## config.mk

```make
export PLATFORM = sky130hd
export DESIGN_NAME = alu48_issue_flat
export DESIGN_NICKNAME = d
export VERILOG_FILES = /design/src/rtl/alu48_issue_if.sv /design/src/rtl/alu48_issue.sv /design/src/flat_wrapper.sv
export SDC_FILE = /design/constraint.sdc
export NUM_CORES = 1
export LEC_CHECK = 0
export ABC_AREA = 1
export ABC_CLOCK_PERIOD_IN_PS = 2800
export CORE_ASPECT_RATIO = 2
export CORE_MARGIN = 8
export CORE_UTILIZATION = 28
export CTS_CLUSTER_DIAMETER = 200
export DETAILED_ROUTE_END_ITERATION = 7
export PLACE_DENSITY = 0.68
export SLEW_MARGIN = 10
export SYNTH_ARGS = -nofsm -noshare
export SYNTH_HDL_FRONTEND = slang
export SYNTH_SLANG_ARGS = --single-unit
export TNS_END_PERCENT = 50
```

## constraint.sdc

```tcl
create_clock -name clk -period 2.8 [get_ports clk]
set_input_delay 0.42 -clock clk [delete_from_list [all_inputs] [get_ports clk]]
set_output_delay 0.42 -clock clk [all_outputs]
set_load 0.01 [all_outputs]
```

## src/rtl/alu48_issue_if.sv

```systemverilog
// Request/response bundle for the 48-bit ALU issue sequencer.
// The requester uses the master modport and the sequencer uses the slave modport.
interface alu48_issue_if #(
  parameter int W = 48
);
  logic         req_valid;
  logic         req_ready;
  logic [3:0]   req_cmd;
  logic [W-1:0] req_a;
  logic [W-1:0] req_d;
  logic [5:0]   req_shamt;
  logic         req_swap;
  logic [3:0]   req_tag;

  logic         rsp_valid;
  logic         rsp_ready;
  logic [W-1:0] rsp_y;
  logic         rsp_eq;
  logic         rsp_lt_s;
  logic         rsp_lt_u;
  logic [3:0]   rsp_tag;
  logic         rsp_err;

  modport master (
    output req_valid, req_cmd, req_a, req_d, req_shamt, req_swap, req_tag,
    input  req_ready,
    input  rsp_valid, rsp_y, rsp_eq, rsp_lt_s, rsp_lt_u, rsp_tag, rsp_err,
    output rsp_ready
  );

  modport slave (
    input  req_valid, req_cmd, req_a, req_d, req_shamt, req_swap, req_tag,
    output req_ready,
    output rsp_valid, rsp_y, rsp_eq, rsp_lt_s, rsp_lt_u, rsp_tag, rsp_err,
    input  rsp_ready
  );
endinterface

```

## src/rtl/alu48_issue.sv

```systemverilog
// Issue sequencer for the combinational 48-bit ALU: latches requests, drives the ALU, returns results.
// Define ALU48_ISSUE_ROTATE_EN to build ROL/ROR (commands 9/10) as three ALU passes.
module alu48_issue #(
  parameter int W = 48
) (
  input  logic         clk,
  input  logic         rst_n,
  alu48_issue_if.slave bus,
  output logic [W-1:0] alu_a,
  output logic [W-1:0] alu_b,
  output logic [5:0]   alu_op,
  output logic [5:0]   alu_shamt,
  input  logic [W-1:0] alu_y,
  input  logic         alu_eq,
  input  logic         alu_lt_s,
  input  logic         alu_lt_u
);

  localparam logic [5:0] SHAMT_LIMIT = 6'(W);

  localparam logic [3:0] CMD_ADD = 4'd0;
  localparam logic [3:0] CMD_AND = 4'd2;
  localparam logic [3:0] CMD_OR  = 4'd3;
  localparam logic [3:0] CMD_XOR = 4'd4;
  localparam logic [3:0] CMD_SLL = 4'd5;
  localparam logic [3:0] CMD_SRL = 4'd6;
  localparam logic [3:0] CMD_SRA = 4'd7;
  localparam logic [3:0] CMD_NOT = 4'd8;

`ifdef ALU48_ISSUE_ROTATE_EN
  localparam logic [3:0] CMD_ROL = 4'd9;
  localparam logic [3:0] CMD_ROR = 4'd10;
  localparam logic [5:0] OP_OR   = 6'h03;
  localparam logic [5:0] OP_SLL  = 6'h05;
  localparam logic [5:0] OP_SRL  = 6'h06;

  typedef enum logic [2:0] {IDLE, P1, P2, P3, RESP} state_t;
`else
  typedef enum logic [2:0] {IDLE, P1, RESP} state_t;
`endif

  state_t state_reg, state_next;

  logic [W-1:0] a_reg, b_reg;
  logic [5:0]   op_reg, shamt_reg;
  logic [3:0]   tag_reg;
  logic [W-1:0] rsp_y_reg;
  logic         rsp_eq_reg, rsp_lt_s_reg, rsp_lt_u_reg, rsp_err_reg;
`ifdef ALU48_ISSUE_ROTATE_EN
  logic         rot_reg;
  logic [W-1:0] t1_reg, t2_reg;
`endif

  logic         req_rot, req_shift, req_err, req_swap_ok;
  logic [5:0]   req_op, req_shamt_eff;
  logic         can_accept, accept;

  // Request decode; ROR by s is issued as ROL by W-s so only one rotate schedule exists.
  always_comb begin
    req_rot       = 1'b0;
    req_op        = {2'b00, bus.req_cmd};
    req_shamt_eff = bus.req_shamt;
`ifdef ALU48_ISSUE_ROTATE_EN
    if (bus.req_cmd == CMD_ROL || bus.req_cmd == CMD_ROR) begin
      req_rot = 1'b1;
      req_op  = OP_SLL;
      if (bus.req_cmd == CMD_ROR && bus.req_shamt != 6'd0)
        req_shamt_eff = SHAMT_LIMIT - bus.req_shamt;
    end
`endif
    req_shift = (bus.req_cmd == CMD_SLL) || (bus.req_cmd == CMD_SRL) ||
                (bus.req_cmd == CMD_SRA) || req_rot;
    req_err   = ((bus.req_cmd > CMD_NOT) && !req_rot) ||
                (req_shift && (bus.req_shamt >= SHAMT_LIMIT));
    req_swap_ok = bus.req_swap &&
                  ((bus.req_cmd == CMD_ADD) || (bus.req_cmd == CMD_AND) ||
                   (bus.req_cmd == CMD_OR)  || (bus.req_cmd == CMD_XOR));
  end

  assign accept = bus.req_valid && can_accept;

  always_ff @(posedge clk or negedge rst_n) begin
    if (!rst_n)
      state_reg <= IDLE;
    else
      state_reg <= state_next;
  end

  // Next state plus ALU drive; the ALU only ever sees registered operands.
  always_comb begin
    state_next = state_reg;
    can_accept = 1'b0;
    alu_a      = '0;
    alu_b      = '0;
    alu_op     = 6'h00;
    alu_shamt  = 6'd0;
    case (state_reg)
      IDLE: begin
        can_accept = 1'b1;
        if (bus.req_valid)
          state_next = req_err ? RESP : P1;
      end
      P1: begin
        alu_a     = a_reg;
        alu_b     = b_reg;
        alu_op    = op_reg;
        alu_shamt = shamt_reg;
`ifdef ALU48_ISSUE_ROTATE_EN
        state_next = rot_reg ? P2 : RESP;
`else
        state_next = RESP;
`endif
      end
`ifdef ALU48_ISSUE_ROTATE_EN
      P2: begin
        alu_a      = a_reg;
        alu_op     = OP_SRL;
        alu_shamt  = SHAMT_LIMIT - shamt_reg;
        state_next = P3;
      end
      P3: begin
        alu_a      = t1_reg;
        alu_b      = t2_reg;
        alu_op     = OP_OR;
        state_next = RESP;
      end
`endif
      RESP: begin
        if (bus.rsp_ready) begin
          can_accept = 1'b1;
          if (bus.req_valid)
            state_next = req_err ? RESP : P1;
          else
            state_next = IDLE;
        end
      end
      default: state_next = IDLE;
    endcase
  end

  always_ff @(posedge clk or negedge rst_n) begin
    if (!rst_n) begin
      a_reg        <= '0;
      b_reg        <= '0;
      op_reg       <= 6'h00;
      shamt_reg    <= 6'd0;
      tag_reg      <= 4'd0;
      rsp_y_reg    <= '0;
      rsp_eq_reg   <= 1'b0;
      rsp_lt_s_reg <= 1'b0;
      rsp_lt_u_reg <= 1'b0;
      rsp_err_reg  <= 1'b0;
`ifdef ALU48_ISSUE_ROTATE_EN
      rot_reg      <= 1'b0;
      t1_reg       <= '0;
      t2_reg       <= '0;
`endif
    end else begin
      if (accept) begin
        a_reg     <= req_swap_ok ? bus.req_d : bus.req_a;
        b_reg     <= req_swap_ok ? bus.req_a : bus.req_d;
        op_reg    <= req_op;
        shamt_reg <= req_shamt_eff;
        tag_reg   <= bus.req_tag;
`ifdef ALU48_ISSUE_ROTATE_EN
        rot_reg   <= req_rot && (bus.req_shamt != 6'd0);
`endif
        // Errors skip the ALU entirely and respond with a zeroed payload.
        if (req_err) begin
          rsp_y_reg    <= '0;
          rsp_eq_reg   <= 1'b0;
          rsp_lt_s_reg <= 1'b0;
          rsp_lt_u_reg <= 1'b0;
          rsp_err_reg  <= 1'b1;
        end
      end
      if (state_reg == P1) begin
        rsp_eq_reg   <= alu_eq;
        rsp_lt_s_reg <= alu_lt_s;
        rsp_lt_u_reg <= alu_lt_u;
        rsp_err_reg  <= 1'b0;
`ifdef ALU48_ISSUE_ROTATE_EN
        if (rot_reg)
          t1_reg <= alu_y;
        else
          rsp_y_reg <= alu_y;
`else
        rsp_y_reg <= alu_y;
`endif
      end
`ifdef ALU48_ISSUE_ROTATE_EN
      if (state_reg == P2)
        t2_reg <= alu_y;
      if (state_reg == P3)
        rsp_y_reg <= alu_y;
`endif
    end
  end

  assign bus.req_ready = can_accept;
  assign bus.rsp_valid = (state_reg == RESP);
  assign bus.rsp_y     = rsp_y_reg;
  assign bus.rsp_eq    = rsp_eq_reg;
  assign bus.rsp_lt_s  = rsp_lt_s_reg;
  assign bus.rsp_lt_u  = rsp_lt_u_reg;
  assign bus.rsp_tag   = tag_reg;
  assign bus.rsp_err   = rsp_err_reg;

endmodule

```

## src/flat_wrapper.sv

```systemverilog
// flat-port wrapper written by rule: the top's interface ports become plain ports
module alu48_issue_flat 
#(
  parameter int W = 48
)
  (clk, rst_n, alu_a, alu_b, alu_op, alu_shamt, alu_y, alu_eq, alu_lt_s, alu_lt_u, bus_req_valid, bus_req_cmd, bus_req_a, bus_req_d, bus_req_shamt, bus_req_swap, bus_req_tag, bus_req_ready, bus_rsp_valid, bus_rsp_y, bus_rsp_eq, bus_rsp_lt_s, bus_rsp_lt_u, bus_rsp_tag, bus_rsp_err, bus_rsp_ready);
  alu48_issue_if #(.W(W)) bus_i ();
  input  logic clk;
  input  logic rst_n;
  output logic [W-1:0] alu_a;
  output logic [W-1:0] alu_b;
  output logic [5:0] alu_op;
  output logic [5:0] alu_shamt;
  input  logic [W-1:0] alu_y;
  input  logic alu_eq;
  input  logic alu_lt_s;
  input  logic alu_lt_u;
  input wire logic [$bits(bus_i.req_valid)-1:0] bus_req_valid;
  input wire logic [$bits(bus_i.req_cmd)-1:0] bus_req_cmd;
  input wire logic [$bits(bus_i.req_a)-1:0] bus_req_a;
  input wire logic [$bits(bus_i.req_d)-1:0] bus_req_d;
  input wire logic [$bits(bus_i.req_shamt)-1:0] bus_req_shamt;
  input wire logic [$bits(bus_i.req_swap)-1:0] bus_req_swap;
  input wire logic [$bits(bus_i.req_tag)-1:0] bus_req_tag;
  output wire logic [$bits(bus_i.req_ready)-1:0] bus_req_ready;
  output wire logic [$bits(bus_i.rsp_valid)-1:0] bus_rsp_valid;
  output wire logic [$bits(bus_i.rsp_y)-1:0] bus_rsp_y;
  output wire logic [$bits(bus_i.rsp_eq)-1:0] bus_rsp_eq;
  output wire logic [$bits(bus_i.rsp_lt_s)-1:0] bus_rsp_lt_s;
  output wire logic [$bits(bus_i.rsp_lt_u)-1:0] bus_rsp_lt_u;
  output wire logic [$bits(bus_i.rsp_tag)-1:0] bus_rsp_tag;
  output wire logic [$bits(bus_i.rsp_err)-1:0] bus_rsp_err;
  input wire logic [$bits(bus_i.rsp_ready)-1:0] bus_rsp_ready;
  assign bus_i.req_valid = bus_req_valid;
  assign bus_i.req_cmd = bus_req_cmd;
  assign bus_i.req_a = bus_req_a;
  assign bus_i.req_d = bus_req_d;
  assign bus_i.req_shamt = bus_req_shamt;
  assign bus_i.req_swap = bus_req_swap;
  assign bus_i.req_tag = bus_req_tag;
  assign bus_req_ready = bus_i.req_ready;
  assign bus_rsp_valid = bus_i.rsp_valid;
  assign bus_rsp_y = bus_i.rsp_y;
  assign bus_rsp_eq = bus_i.rsp_eq;
  assign bus_rsp_lt_s = bus_i.rsp_lt_s;
  assign bus_rsp_lt_u = bus_i.rsp_lt_u;
  assign bus_rsp_tag = bus_i.rsp_tag;
  assign bus_rsp_err = bus_i.rsp_err;
  assign bus_i.rsp_ready = bus_rsp_ready;
  alu48_issue #(.W(W)) u_core (.clk(clk), .rst_n(rst_n), .bus(bus_i), .alu_a(alu_a), .alu_b(alu_b), .alu_op(alu_op), .alu_shamt(alu_shamt), .alu_y(alu_y), .alu_eq(alu_eq), .alu_lt_s(alu_lt_s), .alu_lt_u(alu_lt_u));
endmodule
```

# After elaboration in Yosys (flattened, before gate mapping)

Cells that the tools add are included.

Register bits: 165
Bits of input ports: 166
Output and inout port bits: 166
Logic and storage cells: 62

Magnitude comparators: 2
Eq/ne operators: 10
Mux-type cells: 24
Reductions and logical operators: 15

Operators by type and width:

| operator                                                  | count |
|---|---|
| two-way mux 48 bit                                        | 7 |
| == test 4 x 3 -> 1 bit (second input constant)            | 4 |
| two-way mux 1 bit                                         | 9 |
| two-way mux 3 bit                                         | 3 |
| case mux 3 bit (3 select lines)                           | 1 |
| == test 4 x 2 -> 1 bit (second input constant)            | 2 |
| greater-or-equal comparator 6 bit (second input constant) | 1 |
| logical OR 1 bit                                          | 6 |
| two-way mux 6 bit                                         | 1 |
| greater-than comparator 4 bit (second input constant)     | 1 |
| zero test 4 bit                                           | 1 |
| two-way mux 4 bit                                         | 1 |
| AND reduction 2 bit                                       | 2 |
| nonzero test 2 bit                                        | 2 |
| == test 3 x 1 -> 1 bit (second input constant)            | 1 |
| == test 3 x 2 -> 1 bit (second input constant)            | 1 |
| logical AND 1 bit                                         | 3 |
| zero test 3 bit                                           | 1 |
| two-way mux 2 bit                                         | 1 |
| inequality test 2 x 1 -> 1 bit (second input constant)    | 1 |
| inequality test 2 bit (second input constant)             | 1 |
| case mux 1 bit (2 select lines)                           | 1 |

# Depth between registers and ports, before layout

Word-level depth: 9
Depth in mapped cells: 9
Depth with buffers taken out: 7

# Least setup slack after synthesis

Ideal clock, no wire load.

Kind: reg-to-output
Start: reg u_core.state_reg[1]
End: out alu_a[0]
Arrival time: 1.114 ns
Required time: 2.380 ns
Path slack: 1.266 ns
Cell stages (with the launch flop): 6
Buffers on the path: 2
Cell sequence: dfrtp_1 -> inv_1 -> nand2_1 -> buf_2 -> buf_2 -> nor2_1

Word-level cells in the longest chain between the ends: 2

Ends and longest elaborated chain:

| element                | line               | source |
|---|---|---|
| from (decl)            | alu48_issue.sv:42  | `state_t state_reg, state_next;` |
| from (signal assigned) | alu48_issue.sv:86  | `state_reg <= state_next;` |
| == test 3 x 1 -> 1 bit | alu48_issue.sv:97  | `case (state_reg)` |
| two-way mux 48 bit     | alu48_issue.sv:97  |  |
| to (decl)              | flat_wrapper.sv:10 | `output logic [W-1:0] alu_a;` |

No other way between the ends.

# Worst setup path in the final report

Start: reg u_core.state_reg[1]
End: out alu_a[2]

The elaborated chain is that of the path after synthesis.

==> results by group <==
Timing
  • Tcrit/Tclk final: 90.4%
  • # setup viols final: 0
  • Period minus WS final: 2.53 ns
  • Slew @ Worst Pin: 0.648 ns
  • Fmax: 395 MHz
  • TNS Setup: 0 ns
  • Clock Skew: 0.00962 ns
  • Max Slew Vio Count: 0
  • Final hold vios: 0
  • RSZ-0062 raised after global routing: false
  • Relative slew margins: 56.8%
  • Setup ws final: 0.269 ns

Place
  • DP Wirelength: 21900 µm
  • # port buffers: 329
  • Pre-CTS WS: 0.597 ns
  • Cells after DPL: 1883
  • Gpl congestion: 0.830
  • Placed Area: 12100 µm²

Power and ir drop
  • Power density over cell area: 632 nW/µm²
  • Worst IR Drop VDD: 0.000391 V
  • Overall power: 8.05 mW
  • Pleak: 6.64 nW

Clock network
  • Worst-path clk slew: 0.07 ns
  • Post-CTS sizing: 0
  • Root Buffer: clkbuf_16
  • H-tree levels: 4
  • Max clock buf depth: 2
  • CTS sink cnt: 164
  • CTS buffer count: 17
  • CTS tree: done
  • Worst skew pair latency: 0.44 ns

GRT
  • Vias in the first global route: 9088
  • Tot GR Track Use: 16.9%
  • Antenna violations before repair: 5
  • First-pass GRT wire length: 49200 µm
  • Largest net degree at the start of global routing: 111
  • Grt ovf: 0

Detailed routing
  • Drt drc: 0
  • Wire length per cell: 15.9 µm
  • DR pass1 iterations: 6
  • Remaining antenna violation count: 0
  • Vias after detailed routing: 8759
  • Initial DRC count: 441
  • Routed WL: 30500 µm
  • DR vias/cell: 4.56

Synth
  • Mapped Cells: 1247
  • Distinct cells, synth: 17
  • Ys Warns: 0
  • Post-Syn Area: 8490 µm²
  • Mean Syn Cell Area: 6.81 µm²
  • Sequential-to-total area share from yosys stat: 48.3%
  • Post-synthesis register bit count: 164

Floorplanning
  • Die span in y: 262 µm
  • Initial Util: 28.3%
  • # IOs: 332
  • Row count: 90
  • Die X: 139 µm
  • Die area: 36500 µm²
  • CORE AREA: 30100 µm²

Status
  • Status: completed

Setup path
  • Crit. End Element: primary output
  • Startpoint Class: flip-flop
  • Req. time, crit path: 2.38 ns
  • Critical path arrival: 2.11 ns
  • CP Class: flip-flop to primary output
  • CP max FO: 34

Job
  • Max_cap viols: 0

Final layout
  • Layout Nets: 1701
  • Fin cells: 1921
  • Cell area after layout: 12700 µm²
  • Layout area overhead: 49.9%
  • Layout cells sized above 1: 3.42%

Min path
  • Worst min path class: input port to async pin
-- layer usage --
layer / track usage, % / wire length, µm / vias to the layer above
li1: - / - / 4278
met1: 17.3 / 11400 / 4101
met2: 31.1 / 16300 / 328
met3: 4.91 / 1980 / 52
met4: 7.76 / 889 / 0
met5: 0 / 0 / -
-- metrics by stage --
stage,hold WS [ns],util (%)
after floorplan,0.124,-
after global placement,0.233,40.4
after detailed placement,0.233,40.4
after CTS,0.320,42.3
after global routing,0.341,42.3
final,0.361,42.3
-- area by class of cell --
type,instances,area [µm²]
Fill cell,3043,17300
Sequential cell,164,4100
Timing Repair Buffer,345,3500
Multi-Input combinational cell,796,3290
Inverter,211,795
Tap cell,368,460
Clock buffer,18,429
Clock inverter,14,138
Antenna cell,5,12.5
-- cells by family (layout without fill, tap and decap cells) --
logic type / Yosys count / after routing / share of synthesized area, %
DFF: 164 / 164 / 48.3
other: 1 / 7 / 0.0441
buffers and inverters: 288 / 588 / 13.4
and+or+nand+nor: 781 / 781 / 37.5
AOI/OAI and AO/OA: 13 / 13 / 0.810
-- worst paths after layout --
check / start / end / slack, ns / depth (start not counted)
worst min register to register: u_core.bus.rsp_lt_u / u_core.bus.rsp_lt_u / 0.47 / 2
worst max-delay path: u_core.state_reg[1] / alu_a[2] / 0.27 / 5
max in group asynchronous: rst_n / u_core.bus.rsp_y[15] / 1.75 / 3
worst max register to register: u_core.state_reg[0] / u_core.a_reg[0] / 1.11 / 5
worst min-delay path: rst_n / u_core.b_reg[26] / 0.36 / 2
min in group clk: u_core.bus.rsp_lt_u / u_core.bus.rsp_lt_u / 0.47 / 2
-- placed cells by master (no fill, tap or decap), drive strengths merged, types with 2 or more instances in the layout --
cell,synthesis,final
nand3,194,194
dfrtp,164,164
bufinv,0,2
nand2,473,473
clkbuf,38,18
clkdlybuf4s50,0,328
clkinv,1,11
inv,210,211
diode,0,5
buf,39,16
conb,1,2
nor2,113,113
o21ai,12,12
-- Yosys cell counts --
master	number	area, µm²
buf_2	34	170
nand3b_1	1	7.51
nand2_2	1	6.26
o21ai_0	11	55.1
conb_1	1	3.75
clkinv_1	1	3.75
nor2_2	1	6.26
buf_1	2	7.51
buf_4	3	22.5
nand2_1	472	1770
o21ai_2	1	8.76
dfrtp_1	164	4100
clkbuf_1	38	143
nand3_1	194	971
nor2_1	112	420
inv_1	210	788
a21oi_1	1	5.00
-- power by group --
group,total [mW],internal [mW],switching [mW],leakage (nW)
logic,2.45,1.18,1.27,4.31
registers,3.27,2.95,0.318,2.04
clock network,2.33,1.31,1.02,0.283
total,8.05,5.44,2.61,6.64
-- timing repair --
item,in CTS,in global routing
setup buffers,0,0
hold buffers,1,0
hold endpoints to repair,6,0
-- critical path, stage by stage, from the launching register on --
cell and delay (ns):
dfrtp_1 0.38, inv_1 0.13, nand2_4 0.12, buf_4 0.26, nor2_1 0.19, clkdlybuf4s50_1 0.57
Note: power is estimated with default switching activity, not from simulation.
==> RTL change 1, RTL diff (same settings) <==
Add a define of `ALU48_ISSUE_ROTATE_EN`.
--- a/src/rtl/alu48_issue.sv
+++ b/src/rtl/alu48_issue.sv
@@ -1,5 +1,7 @@
 // Issue sequencer for the combinational 48-bit ALU: latches requests, drives the ALU, returns results.
 // Define ALU48_ISSUE_ROTATE_EN to build ROL/ROR (commands 9/10) as three ALU passes.
+`define ALU48_ISSUE_ROTATE_EN
+
 module alu48_issue #(
   parameter int W = 48
 ) (
Formal check against the unedited RTL: not equivalent (a bounded check fails within 4 cycles, from zero or initial values and one cycle with rst_n low).
==> RTL change 1 against the original RTL <==
The run now ends with negative setup slack left; sequential power rose by 110%; die area rose by 40%; count of clock-buffer cells in the layout rose by 18; sequential share of layout area rose by 5.1 points; utilization fell by 1.8 points; wire length rose by 73%; cell area rose by 38%; sequential cell count rose by 98; power rose by 130%; area after synthesis rose by 44%; setup slack got worse by 0.29 ns; register-to-register slack got worse by 0.50 ns.
==> RTL change 1: results (changes against the original RTL) <==
[global_route]
grt_pass1_vias = 12700  ; was 9088
groute.usage.overall = 0.199  ; was 0.169

[logic_synthesis]
postSynthCellCount = 1466  ; was 1247
ys_types = 30  ; was 17
ys_seq_area_frac = 0.535  ; was 0.483

[critical_path]
worstSetupStartpoint = u_core.state_reg[2]$_DFFE_PN0P_  ; was u_core.state_reg[1]$_DFFE_PN0P_
max_stage_delay_ns = 0.54  ; was 0.57 ns
crit_arrival_ns = 2.40  ; was 2.11 ns
r2r-start = u_core.state_reg[1]$_DFFE_PN0P_  ; was u_core.state_reg[0]$_DFFE_PN0P_

[detailed_routing]
wl_met2_um = 26400  ; was 16300 µm
drt_iter0_markers = 999  ; was 441
vias_per_cell = 5.22  ; was 4.56
wl_met1_um = 18900  ; was 11400 µm

[timing]
fin_skew_ns = 0.0127  ; was 0.00962 ns
layout_setup_ws_ns = -0.0207  ; was 0.269 ns
finalSetupViolCount = 8  ; was 0
relSlewSlack = 0.585  ; was 0.568

[clock_network]
cts_buffers = 27  ; was 17
htree_levels = 1  ; was 4

[layout]
nets = 1923  ; was 1701
drive_above_1_share = 0.0694  ; was 0.0342
nFillCells = 4255  ; was 3043

[run_status]
violations = negative setup slack
status = finished with violations  ; was complete, no violations

[placed_design]
place_congestion = 0.895  ; was 0.830

[power_and_ir_drop]
vdd_drop_max_mv = 0.576  ; was 0.391 mV

-- RTL change 1: cell types whose count changed in the layout (fill, tap and decap cells not counted), moves of 82 or more --
cell             delta
inv_1             -136
dfrtp_1            +96
clkdlybuf4s50_1    -82
nand2_1           -115
a31oi_1            +98
o21ai_0            +85
-- RTL change 1: stage by stage --
| step | worst slack [ns] | hold WS (ns) | area [µm²] | setup TNS [ns] | total power [mW] |
|---|---|---|---|---|---|
| after floorplan | 0.977 | 0.124 | 12300 | 0 | 10.3 |
| after global placement | 0.281 | 0.430 | 16200 | 0 | 13.9 |
| after detailed placement | 0.211 | 0.431 | 16200 | 0 | 14.1 |
| after CTS | -0.119 | 0.375 | 17300 | -3.66 | 18.3 |
| after global routing | -0.0992 | 0.424 | 17600 | -1.61 | 19.6 |
| final | -0.0207 | 0.406 | 17600 | -0.104 | 18.4 |
-- RTL change 1: cell families after synthesis --
family          after synthesis  synth area share
compound gates              314             0.159
xor+xnor                      1          0.000715
fa+ha+maj                     2           0.00204
buf+inv                     201            0.0683
flops                       262             0.535
other cells                   1          0.000306
simple gates                685             0.234
-- RTL change 1: layout make-up --
| cell class | count | area share |
|---|---|---|
| clock inverters | 11 | 0.00961 |
| multi-input cells | 1004 | 0.283 |
| clock buffers | 36 | 0.0421 |
| flip-flops and latches | 262 | 0.373 |
| diodes | 21 | 0.00299 |
| well taps | 550 | 0.0392 |
| inverters | 78 | 0.0182 |
| repair inverters | 1 | 0.000641 |
| repair buffers | 381 | 0.231 |
-- RTL change 1: path summary, 6_finish.rpt --
| kind | slack (ns) | to | cells after the start |
|---|---|---|---|
| min | 0.41 | u_core.bus.rsp_y[3]$_DFF_PN0_ | 2 |
| min reg2reg | 0.47 | u_core.bus.rsp_tag[2]$_DFFE_PN0N_ | 2 |
| max reg2reg | 0.61 | u_core.op_reg[2]$_DFFE_PN0N_ | 8 |
| max in group asynchronous | 1.52 | u_core.state_reg[1]$_DFFE_PN0P_ | 3 |
| max | -0.02 | alu_a[44] | 5 |
| min in group clk | 0.41 | u_core.bus.rsp_tag[2]$_DFFE_PN0N_ | 3 |
-- RTL change 1: timing repair --
action,4_1_cts,5_1_grt
endpoints found under the hold margin,61,0
resized for setup,75,48
endpoints found under the setup margin,99,49
hold buffers,1,0
setup buffers,4,6
pin swaps,1,3
gates cloned,5,4
-- RTL change 1: power breakdown --
| group | switching (mW) | internal [mW] | leakage [nW] |
|---|---|---|---|
| logic | 4.22 | 3.45 | 4.89 |
| registers | 1.25 | 5.61 | 3.07 |
| clock network | 1.61 | 2.22 | 0.448 |
| total | 7.08 | 11.3 | 8.40 |
-- RTL change 1: layer usage --
layer / vias up / GRT usage
met1: 5908 / 0.215
met4: 2 / 0.155
met2: 572 / 0.334
met5: - / 0
li1: 5585 / -
met3: 174 / 0.0399
==> RTL change 2, RTL diff (config.mk and constraints unchanged) <==
Without the edit above. Reset style: synchronous (`rst_n`), changed in 2 clocked blocks.
--- a/src/rtl/alu48_issue.sv
+++ b/src/rtl/alu48_issue.sv
@@ -79,7 +79,7 @@
 
   assign accept = bus.req_valid && can_accept;
 
-  always_ff @(posedge clk or negedge rst_n) begin
+  always_ff @(posedge clk) begin
     if (!rst_n)
       state_reg <= IDLE;
     else
@@ -138,7 +138,7 @@
     endcase
   end
 
-  always_ff @(posedge clk or negedge rst_n) begin
+  always_ff @(posedge clk) begin
     if (!rst_n) begin
       a_reg        <= '0;
       b_reg        <= '0;
Formal check against the unedited RTL: differs if rst_n is asserted again (counterexample within 4 cycles, from zero or initial values and one cycle with rst_n low); with rst_n held inactive, the same outputs for 4 cycles.
==> RTL change 2 against the original RTL <==
Clock skew up 0.0010 ns; setup slack worse by 0.11 ns; fmax down 4.0%; cell area shrank 3.0%; sequential cell count did not move; wire length is 6.4% higher; area after synthesis shrank 3.5%; largest cell class is now multi-input combinational cells.
Power is not compared: it rests on default switching activity, and its combinational part moved more than twofold at a synthesized area within 25%.
==> RTL change 2: results (changes against the original RTL) <==
[global_route]
grt_pass1_wl_um = 49200  ; about the same
groute.usage.overall = 0.180  ; was 0.169
grt_antenna_before_repair = 7  ; was 5
grt_pass1_vias = 8838  ; was 9088
grt_start_max_net_pins = 102  ; was 111
met1_usage = 0.180  ; was 0.173
grt_use_met2 = 0.327  ; was 0.311
met3_usage = 0.0426  ; was 0.0491

[critical_path]
cp-endpoint = alu_b[14]  ; was alu_a[2]
r2r-start = u_core.state_reg[1]$_SDFFE_PN0P_  ; was u_core.state_reg[0]$_DFFE_PN0P_
r2r_slack_ns = 1.21  ; was 1.11 ns
crit_slowest_cell = clkdlybuf4s50_1  ; unchanged
path_max_fanout = 52  ; was 34
r2r-end = u_core.a_reg[9]$_SDFFE_PN0P_  ; was u_core.a_reg[0]$_DFFE_PN0P_
crit_arrival_ns = 2.22  ; was 2.11 ns
max_stage_delay_ns = 0.60  ; was 0.57 ns
worstSetupStartpoint = u_core.state_reg[0]$_SDFFE_PN0P_  ; was u_core.state_reg[1]$_DFFE_PN0P_
reg2reg_depth = 8  ; was 5

[hold_path]
hold_path.class = reg -> reg  ; was in -> async

[logic_synthesis]
async_flop_share = 0  ; was 1.00
synth_area_leaders = dfxtp_1, nand3_1, nand2_1  ; was dfrtp_1, nand2_1, nand3_1
postSynthCellCount = 1304  ; was 1247
yosys_warnings = 0  ; unchanged
ys_seq_area_frac = 0.401  ; was 0.483
ys_types = 20  ; was 17

[placed_design]
place_inst = 1912  ; was 1883
pre_cts_ws_ns = 0.590  ; was 0.597 ns
hpwl_um = 23300  ; was 21900 µm
placedInstanceArea_um2 = 11700  ; was 12100 µm²
place_congestion = 0.850  ; was 0.830

[timing]
layout_setup_ws_ns = 0.162  ; was 0.269 ns
relSlewSlack = 0.635  ; was 0.568
fin_skew_ns = 0.0107  ; was 0.00962 ns
timing.hold.ws_ns = 0.456  ; was 0.361 ns

[layout]
drive_above_1_share = 0.0404  ; was 0.0342
nFillCells = 3002  ; was 3043
nets = 1737  ; was 1701

[detailed_routing]
wl_met2_um = 17400  ; was 16300 µm
wirelength_um = 32500  ; was 30500 µm
wl_per_cell_um = 16.6  ; was 15.9 µm
wl_met1_um = 11500  ; was 11400 µm
drt_iter0_markers = 529  ; was 441
dr.pass1.iters = 7  ; was 6
dr.max_layer_used = met5  ; was met4
met3WireLength_um = 2190  ; was 1980 µm
vias_per_cell = 4.67  ; was 4.56

[clock_network]
cts_buffers = 17  ; unchanged

[run_status]
status = complete, no violations  ; unchanged

[power_and_ir_drop]
vdd_drop_max_mv = 0.403
power_mw = 6.17

RTL change 2: cell types whose count changed after synthesis, sizes merged, moves of 2 or more:
cell   before  now
dfxtp       0  164
a21oi       1  130
nor2      113  206
inv       210  216
dfrtp     164    0
buf        39   63
nand2     473  225
nand3     194  215
nor3        0    2
o21ai      12   44
RTL change 2: cells by family after synthesis:
family                 count (synthesis)  share of synthesized area
other                                  1                   0.000458
flip-flops                           164                      0.401
AO/OA/AOI/OAI                        175                      0.108
AND/OR/NAND/NOR                      648                      0.332
buffers and inverters                316                      0.159
RTL change 2: final cells by class:
| cell class | instances | area [µm²] | share of cell area |
|---|---|---|---|
| sequential | 164 | 3280 | 0.266 |
| clock buffer | 17 | 425 | 0.0345 |
| tap | 360 | 450 | 0.0365 |
| inverter | 216 | 816 | 0.0661 |
| timing repair buffer | 347 | 3540 | 0.287 |
| clock inverter | 15 | 184 | 0.0149 |
| antenna | 6 | 15.0 | 0.00122 |
| multi-input combinational | 825 | 3630 | 0.294 |
